`config.mk`:
```
export PLATFORM = sky130hd
export DESIGN_NAME = ldmx_reg_responder
export DESIGN_NICKNAME = d
export VERILOG_FILES = /design/src/rtl/ldmx_regresp_pkg.sv /design/src/rtl/ldmx_strobe_edge.sv /design/src/rtl/ldmx_reg_responder.sv
export SDC_FILE = /design/constraint.sdc
export NUM_CORES = 1
export LEC_CHECK = 0
export ABC_AREA = 1
export CAP_MARGIN = 20
export CORE_AREA = 4 4 241 243
export CTS_BUF_LIST = sky130_fd_sc_hd__clkbuf_8
export DETAILED_ROUTE_END_ITERATION = 12
export DIE_AREA = 0 0 245 247
export PLACE_DENSITY = 0.6
export RECOVER_POWER = 100
export SLEW_MARGIN = 25
export SYNTH_ARGS = -nofsm -noshare
export SYNTH_HDL_FRONTEND = slang
export SYNTH_HIERARCHICAL = 1
export SYNTH_SLANG_ARGS = --single-unit
export TNS_END_PERCENT = 1
```
`constraint.sdc`:
```
create_clock -name axilClk -period 5.05 [get_ports axilClk]
set_input_delay 0.7575 -clock axilClk [delete_from_list [all_inputs] [get_ports axilClk]]
set_output_delay 0.7575 -clock axilClk [all_outputs]
set_load 0.01 [all_outputs]
```
`src/rtl/ldmx_regresp_pkg.sv`:
```
// Shared address map and handshake state type for the DPM strobe/ack register responder.
package ldmx_regresp_pkg;

  localparam logic [7:0] CTRL_BASE  = 8'h00;
  localparam logic [7:0] STAT_BASE  = 8'h40;
  localparam logic [7:0] ERR_ADDR   = 8'h7D;
  localparam logic [7:0] PULSE_ADDR = 8'h7E;
  localparam logic [7:0] CNT_ADDR   = 8'h7F;

  typedef enum logic {
    IDLE = 1'b0,
    ACK  = 1'b1
  } hs_state_t;

endpackage

```
`src/rtl/ldmx_strobe_edge.sv`:
```
// Rising-edge detector for a level strobe. History resets to 1 so a strobe
// already high when reset releases is not mistaken for a new request.
module ldmx_strobe_edge (
  input  logic clk,
  input  logic rst,
  input  logic strobe,
  output logic rise
);

  logic prev;

  always_ff @(posedge clk) begin
    if (rst) prev <= 1'b1;
    else     prev <= strobe;
  end

  assign rise = strobe & ~prev;

endmodule

```
`src/rtl/ldmx_reg_responder.sv`:
```
// Strobe/ack register responder: control/status banks plus transaction and error counters.
// Optional one-cycle pulse register at 0x7E is enabled by defining LDMX_REGRESP_PULSE_EN.
module ldmx_reg_responder
  import ldmx_regresp_pkg::*;
#(
  parameter int          N_CTRL   = 8,
  parameter int          N_STAT   = 8,
  parameter logic [31:0] CTRL_RST = 32'h0
) (
  input  logic                  axilClk,
  input  logic                  axilRst,
  input  logic                  axi_wstr,
  input  logic                  axi_rstr,
  input  logic [7:0]            axi_waddr,
  input  logic [7:0]            axi_raddr,
  input  logic [31:0]           axi_din,
  output logic                  axi_wack,
  output logic                  axi_rack,
  output logic [31:0]           axi_dout,
  output logic [N_CTRL*32-1:0]  ctrl_out,
  input  logic [N_STAT*32-1:0]  stat_in,
  output logic [31:0]           pulse_out
);

`ifdef LDMX_REGRESP_PULSE_EN
  localparam bit PULSE_EN = 1'b1;
`else
  localparam bit PULSE_EN = 1'b0;
`endif

  localparam logic [7:0] N_CTRL_B = 8'(N_CTRL);
  localparam logic [7:0] STAT_END = 8'(STAT_BASE + N_STAT);

  logic        w_rise, r_rise, w_acc, r_acc;
  hs_state_t   w_state, r_state;
  logic [31:0] ctrl_reg [N_CTRL];
  logic [15:0] wr_cnt, rd_cnt;
  logic [31:0] err_cnt;

  logic [7:0]  w_off, r_off, s_off;
  logic        w_ctrl, w_clr, w_pulse, w_bad;
  logic        r_ctrl, r_stat, r_special, r_bad;
  logic [31:0] rd_data;

  ldmx_strobe_edge u_wedge (
    .clk    (axilClk),
    .rst    (axilRst),
    .strobe (axi_wstr),
    .rise   (w_rise)
  );

  ldmx_strobe_edge u_redge (
    .clk    (axilClk),
    .rst    (axilRst),
    .strobe (axi_rstr),
    .rise   (r_rise)
  );

  assign w_acc = (w_state == IDLE) && w_rise;
  assign r_acc = (r_state == IDLE) && r_rise;

  always_comb begin
    w_off   = 8'(axi_waddr - CTRL_BASE);
    w_ctrl  = w_off < N_CTRL_B;
    w_clr   = axi_waddr == CNT_ADDR;
    w_pulse = PULSE_EN && (axi_waddr == PULSE_ADDR);
    w_bad   = !(w_ctrl || w_clr || w_pulse);
  end

  // Read mux; the counter words return their values from before this accept.
  always_comb begin
    r_off     = 8'(axi_raddr - CTRL_BASE);
    s_off     = 8'(axi_raddr - STAT_BASE);
    r_ctrl    = r_off < N_CTRL_B;
    r_special = (axi_raddr == ERR_ADDR) || (axi_raddr == PULSE_ADDR) || (axi_raddr == CNT_ADDR);
    r_stat    = (axi_raddr >= STAT_BASE) && (axi_raddr < STAT_END) && !r_special;
    rd_data   = 32'h0;
    r_bad     = 1'b0;
    if (r_ctrl) begin
      for (int k = 0; k < N_CTRL; k++)
        if (8'(k) == r_off) rd_data = ctrl_reg[k];
    end else if (r_stat) begin
      for (int k = 0; k < N_STAT; k++)
        if (8'(k) == s_off) rd_data = stat_in[32*k +: 32];
    end else if (axi_raddr == ERR_ADDR) begin
      rd_data = err_cnt;
    end else if (axi_raddr == CNT_ADDR) begin
      rd_data = {rd_cnt, wr_cnt};
    end else if (axi_raddr == PULSE_ADDR && PULSE_EN) begin
      rd_data = 32'h0;
    end else begin
      r_bad = 1'b1;
    end
  end

  // Both handshake FSMs run independently; dout only moves on a read accept.
  always_ff @(posedge axilClk) begin
    if (axilRst) begin
      w_state  <= IDLE;
      r_state  <= IDLE;
      axi_wack <= 1'b0;
      axi_rack <= 1'b0;
      axi_dout <= 32'h0;
    end else begin
      case (w_state)
        IDLE: if (w_rise) begin
          w_state  <= ACK;
          axi_wack <= 1'b1;
        end
        ACK: if (!axi_wstr) begin
          w_state  <= IDLE;
          axi_wack <= 1'b0;
        end
        default: w_state <= IDLE;
      endcase
      case (r_state)
        IDLE: if (r_rise) begin
          r_state  <= ACK;
          axi_rack <= 1'b1;
          axi_dout <= rd_data;
        end
        ACK: if (!axi_rstr) begin
          r_state  <= IDLE;
          axi_rack <= 1'b0;
        end
        default: r_state <= IDLE;
      endcase
    end
  end

  always_ff @(posedge axilClk) begin
    if (axilRst) begin
      for (int k = 0; k < N_CTRL; k++) ctrl_reg[k] <= CTRL_RST;
      wr_cnt  <= 16'h0;
      rd_cnt  <= 16'h0;
      err_cnt <= 32'h0;
    end else begin
      if (w_acc && w_ctrl)
        for (int k = 0; k < N_CTRL; k++)
          if (8'(k) == w_off) ctrl_reg[k] <= axi_din;
      err_cnt <= err_cnt + {31'b0, w_acc && w_bad} + {31'b0, r_acc && r_bad};
      // The clearing write is itself left uncounted.
      if (w_acc && w_clr) begin
        wr_cnt <= 16'h0;
        rd_cnt <= 16'h0;
      end else begin
        if (w_acc) wr_cnt <= wr_cnt + 16'd1;
        if (r_acc) rd_cnt <= rd_cnt + 16'd1;
      end
    end
  end

  for (genvar k = 0; k < N_CTRL; k++) begin : g_ctrl
    assign ctrl_out[32*k +: 32] = ctrl_reg[k];
  end

`ifdef LDMX_REGRESP_PULSE_EN
  always_ff @(posedge axilClk) begin
    if (axilRst)                pulse_out <= 32'h0;
    else if (w_acc && w_pulse)  pulse_out <= axi_din;
    else                        pulse_out <= 32'h0;
  end
`else
  assign pulse_out = 32'h0;
`endif

endmodule
```
# After elaboration in Yosys (flattened, before gate mapping)
# Memory sizes are Yosys's and may differ from the RTL's.
# Index checks and enable logic that the tools add are counted.
op_classes:
  eq_ne: 29
  multipliers: 0
  n_reduce_logical: 20
  magnitude_cmp: 4
  n_bitwise: 14
  n_shift: 0
  n_div: 0
  n_mux: 78
  add_sub_neg: 5
ops:
  columns: ["cell", "n"]
  rows:
  - ["2-to-1 mux 32 bit", 28]
  - ["== test 3 x 8 -> 1 bit, first input constant", 12]
  - ["adder 32 x 1 -> 32 bit", 2]
  - ["== test 2 x 8 -> 1 bit, first input constant", 6]
  - ["2-to-1 mux 1 bit", 46]
  - ["adder 16 x 1 -> 16 bit, second input constant", 2]
  - ["== test 8 x 7 -> 1 bit, second input constant", 4]
  - ["== test 1 x 8 -> 1 bit, first input constant", 3]
  - ["logical NOT 8 bit", 3]
  - ["< comparator 8 x 4 -> 1 bit, second input constant", 2]
  - ["greater-or-equal comparator 8 x 7 -> 1 bit, second input constant", 1]
  - ["logical AND 1 bit", 8]
  - ["< comparator 8 x 7 -> 1 bit, second input constant", 1]
  - ["inequality test 2 bit, second input constant", 4]
  - ["OR 1 bit", 8]
  - ["one-hot mux 1 bit (2 select lines)", 4]
  - ["subtractor 8 x 7 -> 8 bit, second input constant", 1]
  - ["AND reduction 2 bit", 3]
  - ["NOT 1 bit", 4]
  - ["logical OR 1 bit", 3]
  - ["bitwise AND 1 bit", 2]
  - ["logical NOT 1 bit", 2]
  - ["OR reduction 2 bit", 1]
word_totals:
  ramBits: 256
  latchBits: 0
  reg_bits: 102
  output_inout_bits: 322
  mem_bits_ro: 0
  memories: 1
memory_table:
  columns: ["name", "depth", "width", "read_ports", "rd_ports_with_merged_regs", "write_ports", "line", "text"]
  rows:
  - ["ctrl_reg", 8, 32, 8, 0, 8, "ldmx_reg_responder.sv:36", "logic [31:0] ctrl_reg [N_CTRL];"]

# Longest topological paths before layout
depth:
  word_depth: 12
  ltp_mapped: 18

# By module
# Netlist, hierarchy kept.
modules_own_cells:
  columns: ["module", "instances", "area_each_um2", "cells_per_inst"]
  rows:
  - ["ldmx_reg_responder", 1, 18481.5, 2316]
  - ["ldmx_strobe_edge", 2, 37.5, 5]

# Worst setup path after synthesis
# Ideal clock, no wire load.
synth_path:
  kind: "input-to-reg"
  start: "input axi_waddr[7]"
  end: "memory ctrl_reg[6][0] (netlist: ctrl_reg[1][64]) (enable)"
  n_path_buf: 0
  path_slack_ns: 0.968
  stages: 6
  arrival_time_ns: 3.616
  required_ns: 4.584
  path_cell_list: "nor3_1 -> nor3b_1 -> inv_1 -> nor2_1 -> nand2_1 -> o21ai_0"
synth_rtl:
  columns: ["item", "line", "text"]
  rows:
  - ["start, declared", "ldmx_reg_responder.sv:14", "input logic [7:0] axi_waddr,"]
  - ["end, declared", "ldmx_reg_responder.sv:36", null]

==> run summary <==
CLOCK NETWORK
------------------------------------------------------------------------------------
Hold-fix buffers at CTS                                                            0
Reg clk slew, reported paths                                                 0.06 ns
Clock tree root driver cell                                                 clkbuf_8
Sink count of the clock tree                                                     358
CTS-repair resized insts                                                           0
Clk_lat worst skew                                                           0.69 ns
CTS tree                                                                         yes
Worst-case clock buffer depth                                                      3
Number of setup buffers added after CTS                                            0
Number of buffers created by CTS                                                  61
Maximum level of the CTS H-tree                                                    2

TIMING
------------------------------------------------------------------------------------
Setup Total Neg Slack                                                           0 ns
Slew of the pin with the lowest slew margin                                  3.20 ns
Slew margin rel.                                                               -113%
Final number of max-transition violations                                        331
RSZ-0062 raised after global routing                                              no
Final setup violating endpoints                                                    0
Share of the cycle needed by the critical path after routing                   81.2%
Max Clk Rate                                                               0.244 GHz
Count of final hold-check violations                                               0
Post-Route Hold Slack                                                       0.462 ns
Clock tree skew after final layout                                         0.0632 ns
Time the worst path needs with I/O delays and setup                          4.10 ns

WORST SETUP PATH
------------------------------------------------------------------------------------
Critical Path, Cell by Cell                                             dlygate4sd3_1 > nor3_1 > nor3b_1 > inv_1 > nor3_1 > nand2_1 > buf_4 > nand2_1 > clkbuf_1
Crit path max-delay family                                              simple AND/OR/NAND/NOR gates
Startpoint class of the critical path                                   primary input
Crit path DAT                                                                4.39 ns
Worst reg2reg path startpoint                                           u_redge/prev
Data required time of the worst path                                         5.34 ns
Endpoint of the worst-slack reg-to-reg timing path                       err_cnt[20]
Depth of the worst register-to-register path                                      16
Worst Setup End Kind                                                            flop
Count of buffering cells on the critical path with inverters included              4
Max stage delay cell, worst path                                            clkbuf_1
Total stage count of the critical path                                             9
Maximum fanout encountered on the critical timing path                            33
Slowest stage delay, CP                                                      0.70 ns
Setup slack, reg-to-reg                                                      1.63 ns
Critical path type                                                            in2reg

GLOBAL ROUTING
------------------------------------------------------------------------------------
Global-route usage over all layers                                             28.6%
First-pass GRT wire length                                                 127000 um
Gr ovfl total                                                                      0
Initial antenna violation count                                                    9
Via count of the first global-routing pass                                     18500
Largest net degree at the start of global routing                                 65

FLOORPLAN
------------------------------------------------------------------------------------
Number of core rows                                                               87
Die Area                                                                   60500 um2
Core box area                                                              56000 um2
Starting density of the core                                                   33.2%
X dimension of the die                                                        245 um
Boundary pin count                                                               630
Height of the die                                                             247 um

SYNTH
------------------------------------------------------------------------------------
Cell with the most instances after synthesis                                 nand2_1
Share of the synthesized area in the top cell type                             41.4%
Ys async rst share                                                                0%
Post-synthesis sequential area ratio                                           52.4%
Count of flip-flops with a built-in enable after synthesis                       256
Biggest area contributors in the synthesized netlist                    edfxtp_1 41%, nand2_1 12%, dfxtp_1 11%, nor2_1 8.6%, inv_1 5.7%
Number of cells produced by synthesis                                           2326
Cell type with the highest aggregate area in the netlist                    edfxtp_1
Yosys cell types                                                                  45
FF+latch count, synth                                                            358
Post-synthesis cell area                                                   18600 um2
Most frequently used flop master after synthesis                            edfxtp_1
Yosys warning total                                                                6
Most instantiated cells after synthesis                                 589 x nand2_1, 424 x nor2_1, 280 x inv_1
Synthesized area divided by synthesized cell count                          7.98 um2

PLACEMENT
------------------------------------------------------------------------------------
Post-DP HPWL                                                                70700 um
Count of port buffers added during placement                                     597
Placer's final routability congestion estimate                                 0.942

ROUTE
------------------------------------------------------------------------------------
Via Count                                                                      18700
Number of detailed-routing iterations run before antenna repair                    5
Via density per instance                                                        5.01
Number of DRC markers in iteration 0                                            1585
Total Routed Length                                                         90000 um
Post-route DRC                                                                     0
Remaining number of nets flagged by the antenna check after routing                0
WL per Instance                                                              24.1 um

OUTCOME
------------------------------------------------------------------------------------
Status                                                                  finished, violations left
Failing checks                                                          capacitance limit, slew limit

HOLD PATH
------------------------------------------------------------------------------------
Min-delay src                                                               axi_wack
Number of cells on the worst hold path                                             2
Min-Delay Endpoint                                                          axi_wack
Path category of the worst min-delay check                                   reg2reg

PWR
------------------------------------------------------------------------------------
IR Drop Worst-Case VDD                                                      0.227 mV
PnR Total Power                                                              6.62 mW
Standby leakage power                                                        10.3 nW
Cell Pwr Density                                                          252 nW/um2

FLOW RUN
------------------------------------------------------------------------------------
Maximum capacitance violations                                                    11

FINAL LAYOUT
------------------------------------------------------------------------------------
Nets                                                                            3236
Share of post-route cells with drive strength above 1                          5.11%
Synth-to-layout area growth                                                    41.4%
Number of flip-flops under the largest register name                             256

-- worst max-delay path by stage --
stage                 start  slack, ns         endpoint
2_1_floorplan  axi_waddr[7]       0.97  ctrl_reg[1][64]
3_3_place_gp   axi_raddr[6]       1.05      err_cnt[20]
3_5_place_dp   axi_raddr[1]       1.03      err_cnt[20]
4_1_cts        axi_raddr[1]       1.76      err_cnt[20]
5_1_grt        axi_waddr[7]       0.75  ctrl_reg[0][36]
6_report       axi_waddr[7]       0.95  ctrl_reg[0][39]
-- where the power goes --
part	internal [mW]	switching [mW]
registers	3.27	0.0735
logic	0.395	0.413
clock network	1.23	1.24
-- logic make-up (layout without fill, tap and decap cells) --
logic type                 count (synthesis)  after routing  synth area share, %
DFF                                      358            358                 52.4
buffers and inverters                    420           1036                 9.81
AOI/OAI and AO/OA                        199            199                 5.81
xor gates and xnor gates                   9              9                0.425
and+or+nand+nor                         1335           1335                 31.2
adders and majority gates                  4              4                0.310
other                                      1             34               0.0202
-- metrics by stage --
step                      setup slack, ns  utilization [%]  area, um2  std cells
after floorplan                     0.968                -      18700       2357
after global placement               1.05             45.1      25200       3617
after detailed placement             1.03             45.1      25200       3617
after CTS                            1.76             47.1      26400       3729
after global routing                0.755             46.9      26200       3731
final                               0.949             46.9      26200       3731
-- final cells by class --
| type | instances | area, um2 |
|---|---|---|
| Antenna cell | 2 | 5.00 |
| Multi-Input combinational cell | 1579 | 7110 |
| Clock buffer | 68 | 936 |
| Clock inverter | 44 | 194 |
| Tap cell | 756 | 946 |
| Inverter | 291 | 1090 |
| Timing Repair Buffer | 633 | 6220 |
| Sequential cell | 358 | 9730 |
| Fill cell | 5639 | 29700 |
-- routing by layer --
| metal | vias to the layer above | part of all wire (%) | track usage (%) |
|---|---|---|---|
| met4 | 4 | 3.7 | 9.26 |
| met5 | - | 0.030 | 0 |
| met1 | 9007 | 39 | 34.3 |
| met2 | 855 | 48 | 49.6 |
| met3 | 145 | 9.3 | 8.05 |
| li1 | 8677 | - | - |
-- placed cells by master (no fill, tap or decap), drive strengths merged, types with 27 or more instances in the layout --
cell,n
a21oi,81
clkbuf,81
clkdlybuf4s50,303
conb,32
dfxtp,102
dlygate4sd3,293
edfxtp,256
inv,314
nand2,597
nand3,122
nand4,94
nor2,449
nor3,27
o21ai,70
o22ai,32
-- worst reg2reg max path, cell delays in order (launching register included) --
cell and delay [ns]:
dfxtp_1 0.30, nor2_2 0.13, nand2_2 0.13, inv_2 0.08
o21ai_0 0.07, inv_1 0.09, o211ai_1 0.14, fa_1 0.43
inv_1 0.08, ha_1 0.17, nand3_1 0.18, nor3_1 0.40
nand4_1 0.22, nor2_1 0.29, nand2_1 0.19, nor3_1 0.22
nor3b_2 0.07
Power figures use the tool's default switching activity.
